**src/rtl/cordic_pkg.sv**
```systemverilog
// Shared definitions for the CORDIC request scheduler: default engine
// geometry and the scheduler FSM encoding.
package cordic_pkg;

  localparam int CORDIC_DATA_WIDTH = 8;
  localparam int CORDIC_LATENCY    = 12;

  typedef enum logic [1:0] {
    ST_IDLE = 2'd0,
    ST_BUSY = 2'd1,
    ST_RESP = 2'd2
  } cordic_sched_state_t;

endpackage

```
**src/rtl/rr_arbiter.sv**
```systemverilog
// Combinational round-robin arbiter: scans upward from last_grant+1,
// wrapping modulo NUM_REQ, and returns the first active requester.
module rr_arbiter #(
  parameter int NUM_REQ = 4,
  parameter int IDX_W   = $clog2(NUM_REQ)
) (
  input  logic [NUM_REQ-1:0] req,
  input  logic [IDX_W-1:0]   last_grant,
  output logic [NUM_REQ-1:0] grant,
  output logic [IDX_W-1:0]   grant_idx
);

  logic             found;
  logic [IDX_W-1:0] cand;

  // NOTE: every output and temporary gets a default before the loop;
  // a path that leaves one unassigned would infer a latch.
  always_comb begin
    grant     = '0;
    grant_idx = '0;
    found     = 1'b0;
    cand      = '0;
    for (int i = 1; i <= NUM_REQ; i++) begin
      cand = IDX_W'((int'(last_grant) + i) % NUM_REQ);
      if (!found && req[cand]) begin
        found       = 1'b1;
        grant[cand] = 1'b1;
        grant_idx   = cand;
      end
    end
  end

endmodule

```
**src/rtl/cordic_sched.sv**
```systemverilog
// Time-shares one fixed-latency CORDIC engine between NUM_REQ requesters:
// round-robin acceptance, one operation in flight, held response.
module cordic_sched
  import cordic_pkg::*;
#(
  parameter int NUM_REQ    = 4,
  parameter int DATA_WIDTH = CORDIC_DATA_WIDTH,
  parameter int LATENCY    = CORDIC_LATENCY
) (
  input  logic                          clk,
  input  logic                          rst,
  input  logic [NUM_REQ-1:0]            req_valid,
  input  logic [NUM_REQ*DATA_WIDTH-1:0] req_angle,
  output logic [NUM_REQ-1:0]            req_ready,
  output logic [DATA_WIDTH-1:0]         eng_angle,
  output logic                          eng_start,
  input  logic [DATA_WIDTH-1:0]         eng_cos,
  input  logic [DATA_WIDTH-1:0]         eng_sin,
  output logic [NUM_REQ-1:0]            rsp_valid,
  output logic [DATA_WIDTH-1:0]         rsp_cos,
  output logic [DATA_WIDTH-1:0]         rsp_sin,
  input  logic [NUM_REQ-1:0]            rsp_ready
);

  localparam int IDX_W = $clog2(NUM_REQ);
  localparam int CNT_W = $clog2(LATENCY + 1);

  cordic_sched_state_t  state;
  logic [CNT_W-1:0]     cnt;
  logic [IDX_W-1:0]     grant_id;
  logic [IDX_W-1:0]     last_grant;

  logic [NUM_REQ-1:0]    arb_grant;
  logic [IDX_W-1:0]      arb_idx;
  logic [DATA_WIDTH-1:0] angle_arr [NUM_REQ];
  logic                  accept;
  logic                  rsp_done;

  rr_arbiter #(
    .NUM_REQ (NUM_REQ),
    .IDX_W   (IDX_W)
  ) u_arb (
    .req        (req_valid),
    .last_grant (last_grant),
    .grant      (arb_grant),
    .grant_idx  (arb_idx)
  );

  always_comb begin
    for (int k = 0; k < NUM_REQ; k++) begin
      angle_arr[k] = req_angle[k*DATA_WIDTH +: DATA_WIDTH];
    end
  end

  // Arbitration is visible only while idle; req_valid is ignored otherwise.
  assign req_ready = (state == ST_IDLE) ? arb_grant : '0;
  assign accept    = (state == ST_IDLE) && (|req_valid);
  assign rsp_done  = (state == ST_RESP) && rsp_ready[grant_id];

  always_comb begin
    rsp_valid = '0;
    if (state == ST_RESP) begin
      rsp_valid[grant_id] = 1'b1;
    end
  end

  // NOTE: sequential state uses non-blocking assignments so every register
  // samples the pre-edge values, independent of statement order.
  // NOTE: the asynchronous reset clears all state, so an operation aborted
  // mid-BUSY or mid-RESP can never surface a stale response afterwards.
  always_ff @(posedge clk or negedge rst) begin
    if (!rst) begin
      state      <= ST_IDLE;
      cnt        <= '0;
      grant_id   <= '0;
      last_grant <= IDX_W'(NUM_REQ - 1);
      eng_angle  <= '0;
      eng_start  <= 1'b0;
      rsp_cos    <= '0;
      rsp_sin    <= '0;
    end else begin
      eng_start <= accept;
      case (state)
        ST_IDLE: begin
          if (accept) begin
            grant_id  <= arb_idx;
            eng_angle <= angle_arr[arb_idx];
            cnt       <= CNT_W'(LATENCY - 1);
            state     <= ST_BUSY;
          end
        end
        ST_BUSY: begin
          if (cnt == '0) begin
            rsp_cos <= eng_cos;
            rsp_sin <= eng_sin;
            state   <= ST_RESP;
          end else begin
            cnt <= cnt - CNT_W'(1);
          end
        end
        ST_RESP: begin
          if (rsp_done) begin
            last_grant <= grant_id;
            state      <= ST_IDLE;
          end
        end
        default: state <= ST_IDLE;
      endcase
    end
  end

endmodule

```
**config.mk**
```make
export PLATFORM = sky130hd
export DESIGN_NAME = cordic_sched
export DESIGN_NICKNAME = d
export VERILOG_FILES = /design/src/rtl/cordic_pkg.sv /design/src/rtl/rr_arbiter.sv /design/src/rtl/cordic_sched.sv
export SDC_FILE = /design/constraint.sdc
export NUM_CORES = 1
export LEC_CHECK = 0
export BUFFER_PORTS_ARGS = -buffer_cell sky130_fd_sc_hd__buf_2
export CAP_MARGIN = 25
export CORE_ASPECT_RATIO = 1.2
export CORE_MARGIN = 2
export CORE_UTILIZATION = 44
export DETAILED_ROUTE_END_ITERATION = 12
export PLACE_DENSITY_LB_ADDON = 0.3
export SYNTH_ARGS = -nofsm -noshare
export SYNTH_HDL_FRONTEND = slang
export SYNTH_SLANG_ARGS = --single-unit
```
**constraint.sdc**
```tcl
create_clock -name clk -period 3.3 [get_ports clk]
set_clock_uncertainty 0.15 [all_clocks]
set_input_delay 0.165 -clock clk [delete_from_list [all_inputs] [get_ports clk]]
set_output_delay 0.165 -clock clk [all_outputs]
set_load 0.02 [all_outputs]
```
# --- Word-level counts from Yosys, hierarchy flattened ---
# Cells that the tools add are included.
word_totals:
  regBits: 35
  input_bits: 58
  elab_cells: 99
classes:
  addsub: 5
  n_lt_le_gt_ge: 11
  eq_ne: 6
  muxes: 43
  bitwise_logic: 4
  reduce_logical: 22
ops:
  columns: ["cell", "n"]
  rows:
  - ["$mux W4", 8]
  - ["$bmux W8 S2", 1]
  - ["$mux W8", 2]
  - ["$lt A2 B3 Y1 const B", 5]
  - ["$mux W2", 7]
  - ["$mux W1", 13]
  - ["$or A4 B4 Y4", 3]
  - ["$bmux W1 S2", 5]
  - ["$demux W1 S2", 5]
  - ["$ge A2 B1 Y1 const B", 5]
  - ["$logic_and A1 B1 Y1", 10]
  - ["$ne A2 B2 Y1 const B", 4]
  - ["$pmux W4 S2", 1]
  - ["$pmux W2 S3", 1]
  - ["$reduce_and A2 Y1", 3]
  - ["$reduce_and A3 Y1", 2]
  - ["$add A2 B1 Y2 const B", 2]
  - ["$add A2 B2 Y2 const B", 2]
  - ["$logic_not A4 Y1", 1]
  - ["$reduce_or A4 Y1", 1]
  - ["$sub A4 B1 Y4 const B", 1]
  - ["$ge A3 B3 Y1 const B", 1]
  - ["$logic_not A1 Y1", 3]
  - ["$not A2 Y3", 1]
  - ["4 further kinds", 4]

# --- Logic depth before layout (Yosys ltp) ---
# Gate-level depths: netlist of the first run.
depth:
  depth_word: 17
  mapped_depth: 12
  depth_no_buf: 8

# --- Modules after synthesis ---
# A second synthesis of the first run with hierarchy kept.
hier_totals:
  hier_cells: 180
  area_unflattened_um2: 2245.9
by_module_without_submodules:
  columns: ["module", "n_inst", "cells_each", "area_per_inst_um2", "seq_area_each_um2"]
  rows:
  - ["cordic_sched", 1, 121, 1755.4, 878.3]
  - ["rr_arbiter", 1, 59, 490.5, 0.0]

# --- Worst setup path before layout of the first run ---
# OpenSTA, ideal clock, no wires.
synth_timing:
  kind: "flip-flop to flip-flop"
  start: "register last_grant[1]"
  end: "register eng_angle[0]"
  arrival_time_ns: 2.784
  slack_ns: 0.220
  stages_incl_launch_ff: 12
  n_path_buf: 3
  synth_period_minus_slack_ns: 3.080
  path_cell_list: "dfstp_2 > clkbuf_1 > inv_1 > ha_1 > mux4_2 > nor2b_4 > buf_6 > o31ai_4 > nand2_8 > buf_12 > a211oi_1 > a211oi_1"
synth_via:
  elab_chain_len: 17
  elab_cells_between_ends: 29
  cone_classes: "add/sub: 4; mux: 18; bitwise: 1; reduce/logical: 6"
synth_lines:
  columns: ["item", "line_no", "text"]
  rows:
  - ["from (decl)", "cordic_sched.sv:31", "logic [IDX_W-1:0] last_grant;"]
  - ["from (signal assigned)", "cordic_sched.sv:76", "last_grant <= IDX_W'(NUM_REQ - 1);"]
  - ["from (signal assigned)", "cordic_sched.sv:103", "last_grant <= grant_id;"]
  - ["$add A2 B1 Y2", "rr_arbiter.sv:24", "cand = IDX_W'((int'(last_grant) + i) % NUM_REQ);"]
  - ["$bmux W1 S2", "rr_arbiter.sv:25", "if (!found && req[cand]) begin"]
  - ["$mux W1 (implied by the code)", "rr_arbiter.sv:25", null]
  - ["$mux W1", "rr_arbiter.sv:25", null]
  - ["$logic_not A1 Y1", "rr_arbiter.sv:25", null]
  - ["$logic_and A1 B1 Y1", "rr_arbiter.sv:25", null]
  - ["$mux W1", "rr_arbiter.sv:25", null]
  - ["$logic_not A1 Y1", "rr_arbiter.sv:25", null]
  - ["$logic_and A1 B1 Y1", "rr_arbiter.sv:25", null]
  - ["$mux W1", "rr_arbiter.sv:25", null]
  - ["$logic_not A1 Y1", "rr_arbiter.sv:25", null]
  - ["$logic_and A1 B1 Y1", "rr_arbiter.sv:25", null]
  - ["$mux W2 *", "rr_arbiter.sv:25", null]
  - ["$not A2 Y3 (implied by the code) *", "cordic_sched.sv:87", "eng_angle <= angle_arr[arb_idx];"]
  - ["$bmux W8 S2 *", "cordic_sched.sv:87", null]
  - ["$mux W8 (implied by the code) * (2 in series)", "cordic_sched.sv:87", null]
  - ["to (signal assigned)", "cordic_sched.sv:87", null]
  - ["to (decl)", "cordic_sched.sv:15", "output logic [DATA_WIDTH-1:0] eng_angle,"]
# Every way passes the cells marked *; elsewhere a longest branch is shown, timed or not. The select of a mux whose other input is x is not followed.
# A chain may end at the register's enable or synchronous reset.

# --- Final worst setup path of the first run ---
layout_timing:
  start: "register last_grant[0]"
  end: "output port req_ready[3]"
layout_via:
  elab_chain_len: 14
  elab_cells_between_ends: 49
  cone_classes: "add/sub: 4; order compare: 8; mux: 24; bitwise: 3; reduce/logical: 10"
layout_lines:
  columns: ["item", "line_no", "text"]
  rows:
  - ["branches (longest 12 deep; another with $lt A2 B3 Y1)", null, null]
  - ["$mux W4 *", "rr_arbiter.sv:25", null]
  - ["$mux W4 *", "cordic_sched.sv:56", "assign req_ready = (state == ST_IDLE) ? arb_grant : '0;"]
  - ["to (decl)", "cordic_sched.sv:14", "output logic [NUM_REQ-1:0] req_ready,"]
# Mark *: on every way between the ends. The select of a mux whose other input is x is not followed.

==> flow_results.org, run 1 <==
** Final layout
- The net count of the finished layout is 389.
- The layout has 406 filler cells.
- Area Overhead vs Synth :: 32.4%
- The post-route netlist has 39.9% of its cells at a drive strength greater than 1.
- The finished layout holds 383 standard cells, fillers aside.
- The number of antenna diodes in the final layout is 0.

** Timing
- Setup repair after global routing missed its margin :: false
- Least-Margin Pin Slew :: 0.786 ns
- Fmax :: 342 MHz
- Period Utilization, post-route :: 88.7%
- The routed design could run at a clock period as short as 2.93 ns.
- For the final routed database, the setup TNS stands at 0 ns.
- The number of hold violations in the final report came to 0.
- In this run the tightest slew margin relative to its limit is 47.6%.
- Final setup violation count :: 0
- The final count of pins violating max slew came to 0.
- Final setup margin :: 0.373 ns

** Clock network
- The clock reaches the later pin of the worst-skew pair after 0.28 ns.
- The H-tree was split into 2 levels.
- Clk Tree Root Cell :: clkbuf_8
- In this run the deepest clock path goes through 2 buffers.
- TritonCTS built the clock tree.
- Clock-pin slew of the registers on the worst-case setup and hold paths :: 0.08 ns
- Counting the buffers created by CTS gives 5.
- Num Clock Sinks :: 35

** Yosys
- Mean instance size in the synthesized netlist :: 10.2 um2
- The synthesized netlist devotes 15.3% of its cell area to compound gates.
- Synth Area in Simple Gates :: 17.1%
- Flip-flop and latch count after synthesis :: 35
- EDFF count, synth :: 0
- Combinational family with the most area after synthesis :: multiplexers
- Adder-cell area share of the yosys netlist :: 5.04%
- Summing the sequential cell areas from Yosys gives 39.3% of the chip area.
- Mapped Nets :: 285
- Number of warnings printed during yosys synthesis :: 0
- XOR/XNOR share of the synthesized area :: 0.392%
- FFs w/ async S/R, synth :: 100%
- For this run, the leading register cell type out of synthesis is dfrtp_1.
- Mux share of post-synthesis cell area :: 17.4%
- After synthesis, the netlist uses 41 different library cells.
- Synthesis produced a netlist whose cell count is 218.
- Post-Synthesis Cell Area :: 2230 um2

** Setup path
- Across all register-to-register paths, the minimum setup slack is 0.41 ns.
- Critical path type :: reg -> out
- The worst register-to-register path begins at last_grant[0]$_DFFE_PN1P_.
- Critical Path End Type :: output pin
- STA classifies the critical path startpoint as a flop.
- Endpoint of the most critical register-to-register path :: eng_angle[4]$_DFFE_PN0P_
- Counting cells, the worst reg-to-reg path comes to 8.
- Data on the critical path is required at its endpoint by 2.98 ns.
- STA puts the critical path data arrival time at 2.61 ns.
- Worst-path maximum fanout :: 10

** Power and ir drop
- Peak ir drop on the vdd network :: 300 uV
- In this run the static leakage power is 1.40 nW.
- Areal power density over the cells :: 785 nW/um2

** Placement
- Detailed placement ended at an HPWL of 4060 um.
- Placed Cells incl. Taps :: 358
- Routability congestion estimate :: 0.839
- During placement, the flow inserted port buffers numbering 90.
- Timing analysis after detailed placement gives a worst setup slack of 0.415 ns.

** Global routing
- The first global-routing pass estimated 8850 um of wire.
- Global routing used 19.3% of the available tracks across all layers.
- The number of global-route vias before repair was 1,907.
- Maximum number of pins on one net before global-route repair :: 36
- The total overflow left after global routing is 0.
- The initial antenna violation count was 0.

** Floorplan
- The floorplan has 28 rows.
- Ports :: 91
- Die outline width :: 69.0 um
- Core area :: 4900 um2
- Die span in y :: 82.0 um
- Effective utilization at floorplan :: 45.5%
- Die Area :: 5660 um2

** Worst hold path
- The worst hold path begins at req_angle[15].
- Path class of the lowest-slack min-delay path :: in -> reg
- The worst hold path passes through 3 cells.
- Worst Hold Path EP :: eng_angle[7]$_DFFE_PN0P_

** Route
- Summed over all layers, the routed wires come to 5590 um.
- Vias per cell :: 5.31
- Detailed-router iteration count before antenna repair :: 4
- For this run, design rule violations remaining after detail routing come to 0.
- Count of nets left with antenna violations after detail routing :: 0
- The final route contains 2,032 vias.
- WL per Instance :: 14.6 um
- The first routing iteration left 91 violations.

** Flow run
- Across the run, the number of max-cap violations was 0.

** Run status
- Run status :: finished, final reports clean
## power by group
part | internal, mW | leakage (nW) | total [mW] | switching [mW]
combinational | 0.525 | 0.937 | 1.23 | 0.704
clock | 0.168 | 0.0482 | 0.320 | 0.152
sequential | 0.635 | 0.413 | 0.771 | 0.136
## flip-flops by register name, summed over array words and instances, names as in the netlist
name,cells
eng_angle,8
rsp_cos,8
rsp_sin,8
cnt,4
grant_id,2
last_grant,2
state,2
eng_start,1
## placed cells by master, fill, tap and decap left out, types with 4 or more instances in the layout
cell / n
buf_2: 90
dfrtp_1: 33
nor2_1: 28
mux2_2: 18
a211oi_1: 17
dlygate4sd3_1: 17
nor3_1: 10
nand2_1: 10
o21ai_0: 9
and3_1: 9
mux2i_1: 9
ha_1: 9
inv_1: 7
a21oi_1: 6
clkbuf_8: 6
a221oi_1: 5
nor2b_1: 4
a22oi_1: 4
buf_4: 4
## timing repair
item	4_1_cts	5_1_grt
setup buffers	0	0
endpoints found under the hold margin	49	0
hold buffers	17	0
resized for setup	0	0
## metal layers
metal	track usage (%)	wire, um	up-vias
met1	24.5	2400	948
met4	4.31	49	0
met3	3.56	258	5
li1	-	-	1015
met2	34.5	2880	64
met5	0	0	-
## critical path, cell delays in order, from the launching register on
cell,delay (ns)
dfstp_2,0.64
mux4_4,0.76
nor2b_4,0.26
a22oi_1,0.09
nor2_1,0.11
a221oi_1,0.06
nor3_1,0.19
buf_2,0.21
## worst max-delay path by stage
| stage | start | end | slack (ns) | depth (start not counted) |
|---|---|---|---|---|
| CTS | last_grant[0]$_DFFE_PN1P_ | req_ready[3] | 0.38 | 7 |
| detailed placement | last_grant[0]$_DFFE_PN1P_ | eng_angle[4]$_DFFE_PN0P_ | 0.41 | 8 |
| finish | last_grant[0]$_DFFE_PN1P_ | req_ready[3] | 0.37 | 7 |
| floorplan | last_grant[1]$_DFFE_PN1P_ | eng_angle[0]$_DFFE_PN0P_ | 0.22 | 11 |
| global route | last_grant[0]$_DFFE_PN1P_ | eng_angle[6]$_DFFE_PN0P_ | 0.22 | 8 |
| global placement | last_grant[0]$_DFFE_PN1P_ | eng_angle[4]$_DFFE_PN0P_ | 0.48 | 8 |
## synth_stat cells, types with 5 or more instances
cell | instances | area share, %
a211oi_1 | 17 | 5.7
a21oi_1 | 6 | 1.3
a221oi_1 | 5 | 2.0
and3_1 | 9 | 2.5
clkbuf_1 | 8 | 1.3
dfrtp_1 | 33 | 37
ha_1 | 9 | 5.0
inv_1 | 7 | 1.2
mux2_2 | 18 | 9.1
mux2i_1 | 9 | 4.0
nand2_1 | 10 | 1.7
nor2_1 | 28 | 4.7
nor3_1 | 10 | 2.2
o21ai_0 | 9 | 2.0
## layout make-up
type,count,area [um2],share of cell area [%]
clock buffer,7,86.3,2.92
clock inverter,1,5.00,0.169
inverter,7,26.3,0.889
multi-input combinational,162,1230,41.8
sequential,35,878,29.7
tap,60,75.1,2.54
timing repair buffer,111,651,22.0
## metrics by stage
stage          util (%)  hold slack (ns)  instance area [um2]  total power [mW]
6_report           60.3           0.0707                 2960              2.32
5_1_grt            60.3           0.0813                 2960              2.49
4_1_cts            60.3           0.0608                 2960              2.33
3_5_place_dp       54.9            0.137                 2700              2.00
3_3_place_gp       54.9            0.137                 2700              1.96
2_1_floorplan         -           -0.281                 2230              1.70
## kinds of logic after synthesis
| kind of cell | Yosys count |
|---|---|
| simple gates | 74 |
| compound gates | 47 |
| flops | 35 |
| mux | 31 |
| buf+inv | 21 |
| fa+ha+maj | 9 |
| xor+xnor | 1 |
Power figures use the tool's default switching activity.
==> inputs of run 2 (changes only) <==
--- a/config.mk
+++ b/config.mk
@@ -5,6 +5,7 @@
 export SDC_FILE = /design/constraint.sdc
 export NUM_CORES = 1
 export LEC_CHECK = 0
+export ABC_AREA = 0
 export BUFFER_PORTS_ARGS = -buffer_cell sky130_fd_sc_hd__buf_2
 export CAP_MARGIN = 25
 export CORE_ASPECT_RATIO = 1.2
==> constraint.sdc (replaced) <==
create_clock -name clk -period 3.3 [get_ports clk]
set_clock_uncertainty 0.15 [all_clocks]
set_input_delay 0.165 -clock clk [delete_from_list [all_inputs] [get_ports clk]]
set_output_delay 0.165 -clock clk [all_outputs]
set_load 0.1 [all_outputs]
==> flow_results.org, run 2 (synthesized netlist as in run 1, its figures left out) <==
** Run status
- Run status :: finished, final reports clean

** Global routing
- Global-route track usage on met3 :: 6.50% (+2.9 points)
- Number of antenna violations at the first check in global routing :: 0 (unchanged)
- The met2 routing resource usage after global routing came to 38.0% (+3.5 points).
- The residual overflow from global routing was 0 (unchanged).
- Global Route Usage Sum :: 21.1% (+1.8 points)
- The largest net degree at the start of global routing was 36 (unchanged).
- The number of global-route vias before repair came to 2,106 (+10%).
- The first-pass GRT wire length is 9450 um (+6.8%).
- met2 is the most crowded layer.
- Met1 Use GR :: 23.8% (-0.78 points)

** Route
- Detailed-route via count :: 2,068 (+1.8%)
- The total length of routed wires came to 5870 um (+5.1%).
- Detailed-router iteration count before antenna repair :: 4 (unchanged)
- The remaining antenna violation count was 0 (unchanged).
- The initial detailed-routing violation count was 84 (-7.7%).
- The detailed-route vias per instance is 5.41 (+2.0%).
- The remaining design rule violation count is 0 (unchanged).
- WL per Instance :: 15.4 um (+5.4%)

** Floorplan
- The core region area is 4900 um2 (unchanged).
- The overall die height is 82.0 um (unchanged).
- The die area is 5660 um2 (unchanged).
- The top-level port count was 91 (unchanged).
- The count of standard-cell rows was 28 (unchanged).
- Die outline width :: 69.0 um (unchanged)
- The effective utilization at floorplan came to 45.5% (unchanged).

** Worst hold path
- The hold-critical path depth is 3 (unchanged).
- Min-Delay Startpoint :: req_angle[12]
- In this run the worst hold path is classified as in -> reg.
- Worst Hold Path EP :: eng_angle[4]$_DFFE_PN0P_

** Final layout
- The total area of multi-input combinational cells was 1310 um2 (+5.7%).
- Number of filler instances in the final layout :: 431 (+6.2%)
- Non-filler cells, final :: 382 (-0.26%)
- The antenna cell count was 0 (unchanged).
- The area used by sequential logic in the layout came to 882 um2 (+0.43%).
- In the layout the commonest cells are buf_2, dfrtp_1, nor2_1, mux2_2.
- Most frequent standard cell in the layout excluding fill and tap cells :: buf_2
- Count of nets after finishing :: 388 (-0.26%)
- Area Overhead vs Synth :: 36.2%
- The largest registers in the layout are eng_angle (8), rsp_cos (8), rsp_sin (8).
- Layout cell share with drive strength beyond 1 :: 42.2% (+2.3 points)

** Timing
- The measured slew at the worst slew-check pin was 0.762 ns (-0.0241 ns).
- Number of hold violations in the final report :: 0 (unchanged)
- The worst max-slew margin expressed relative to the limit is 49.2% (+1.6 points).
- The peak clock frequency supported by timing is 316 MHz (-7.6%).
- Period Utilization, post-route :: 96.0% (+7.3 points)
- Setup repair after global routing left no endpoint under its margin.
- Number of max-slew violations in the final report :: 0 (unchanged)
- Final critical delay including setup and external delays :: 3.17 ns (+0.240 ns)
- Final setup violation count :: 0 (unchanged)

** Setup path
- Worst-path maximum fanout :: 19 (+9)
- The number of cells traversed by the worst register-to-register path was 8 (unchanged).
- The worst setup path is launched from a flop.
- The startpoint identified for the worst register-to-register timing path is last_grant[0]$_DFFE_PN1P_.
- Worst EP arrival :: 2.85 ns (+0.24 ns)
- Endpoint of the most critical register-to-register path :: eng_angle[7]$_DFFE_PN0P_
- By startpoint and endpoint, the worst setup path is classified as reg -> out.
- The worst setup slack for register-to-register paths was 0.28 ns (-0.13 ns).
- Critical Path End Type :: output pin
- Required @ worst endpoint :: 2.98 ns (about the same)

** Flow run
- The number of maximum-capacitance violations is 0 (unchanged).

** Clock network
- Num Clock Sinks :: 35 (unchanged)
- Number of levels in the clock H-tree :: 2 (unchanged)
- The cell sitting at the root of the clock tree is a clkbuf_8.
- Maximum number of buffers from clock root to sink :: 2 (unchanged)
- Clock tree from TritonCTS :: built
- The clock latency reported for the late side of the worst-skew pair came to 0.29 ns (about the same).
- The CTS clock-pin slew for the worst setup and hold paths came to 0.07 ns (about the same).
- The number of buffers created by CTS is 5 (unchanged).

** Placement
- The post-DP HPWL was 4060 um (-0.23%).
- Placed Cells incl. Taps :: 357 (-0.28%)
- Count of port buffers added during placement :: 90 (unchanged)
- Routability congestion estimate :: 0.833 (-0.71%)

** Power and ir drop
- The maximum vdd ir drop is 832 uV (+180%).
- The leakage dissipation was 1.41 nW (+0.71%).
- Total power consumption of the routed design :: 3.36 mW (+45%)
- Areal power density over the cells :: 1110 nW/um2 (+41%)
==> run 2: what timing repair did <==
action / 4_1_cts / 5_1_grt
setup endpoints to repair: 0 / 5
resized for setup: 0 / 11
hold buffers: 17 / 0
endpoints found under the hold margin: 49 / 0
buffers inserted: 0 / 0
==> run 2: worst max-delay path by stage <==
stage                              startpoint                  endpoint  slack, ns  depth (start not counted)
CTS                 last_grant[0]$_DFFE_PN1P_              req_ready[1]      0.002                          7
floorplan                state[1]$_DFFE_PN0P_              rsp_valid[0]      -0.02                          3
global placement    last_grant[0]$_DFFE_PN1P_  eng_angle[7]$_DFFE_PN0P_       0.30                          8
detailed placement  last_grant[0]$_DFFE_PN1P_  eng_angle[7]$_DFFE_PN0P_       0.23                          8
finish              last_grant[0]$_DFFE_PN1P_              req_ready[2]       0.13                          7
global route        last_grant[0]$_DFFE_PN1P_              req_ready[2]       0.02                          7
==> run 2: final cells by class <==
type	instances	area share, %
repair buffers	110	21.5
flip-flops and latches	35	29.0
inverters	7	0.864
clock buffers	8	3.29
multi-input cells	162	42.9
well taps	60	2.47
==> run 2: power by group <==
part	total, mW	internal, mW	leakage, nW	switching [mW]
logic	2.21	0.537	0.943	1.68
clock network	0.345	0.191	0.0515	0.155
registers	0.804	0.637	0.414	0.167
total	3.36	1.36	1.41	2.00
==> run 2: metal layers <==
layer | wire [um] | vias to the layer above
met5 | 0 | -
met4 | 90 | 0
met3 | 419 | 9
met2 | 2950 | 71
met1 | 2410 | 984
li1 | - | 1004
==> run 2: through the flow <==
| stage | cell area (um2) | worst slack [ns] | util, % | hold WS [ns] | TNS, ns |
|---|---|---|---|---|---|
| after floorplan | 2280 | -0.0206 | - | -0.281 | -0.0413 |
| after global routing | 3040 | 0.0222 | 62.0 | 0.0628 | 0 |
| after global placement | 2730 | 0.300 | 55.7 | 0.136 | 0 |
| after CTS | 3000 | 0.00186 | 61.2 | 0.0469 | 0 |
| after detailed placement | 2730 | 0.231 | 55.7 | 0.144 | 0 |
| final | 3040 | 0.134 | 62.0 | 0.0488 | 0 |
==> run 2: critical path, stage by stage (launching register included) <==
cell and delay, ns:
dfstp_4 0.74, mux4_4 0.76, nor2b_4 0.27, a22oi_1 0.10, nor2_1 0.15, a221oi_2 0.07
nor3_4 0.11, clkbuf_4 0.35
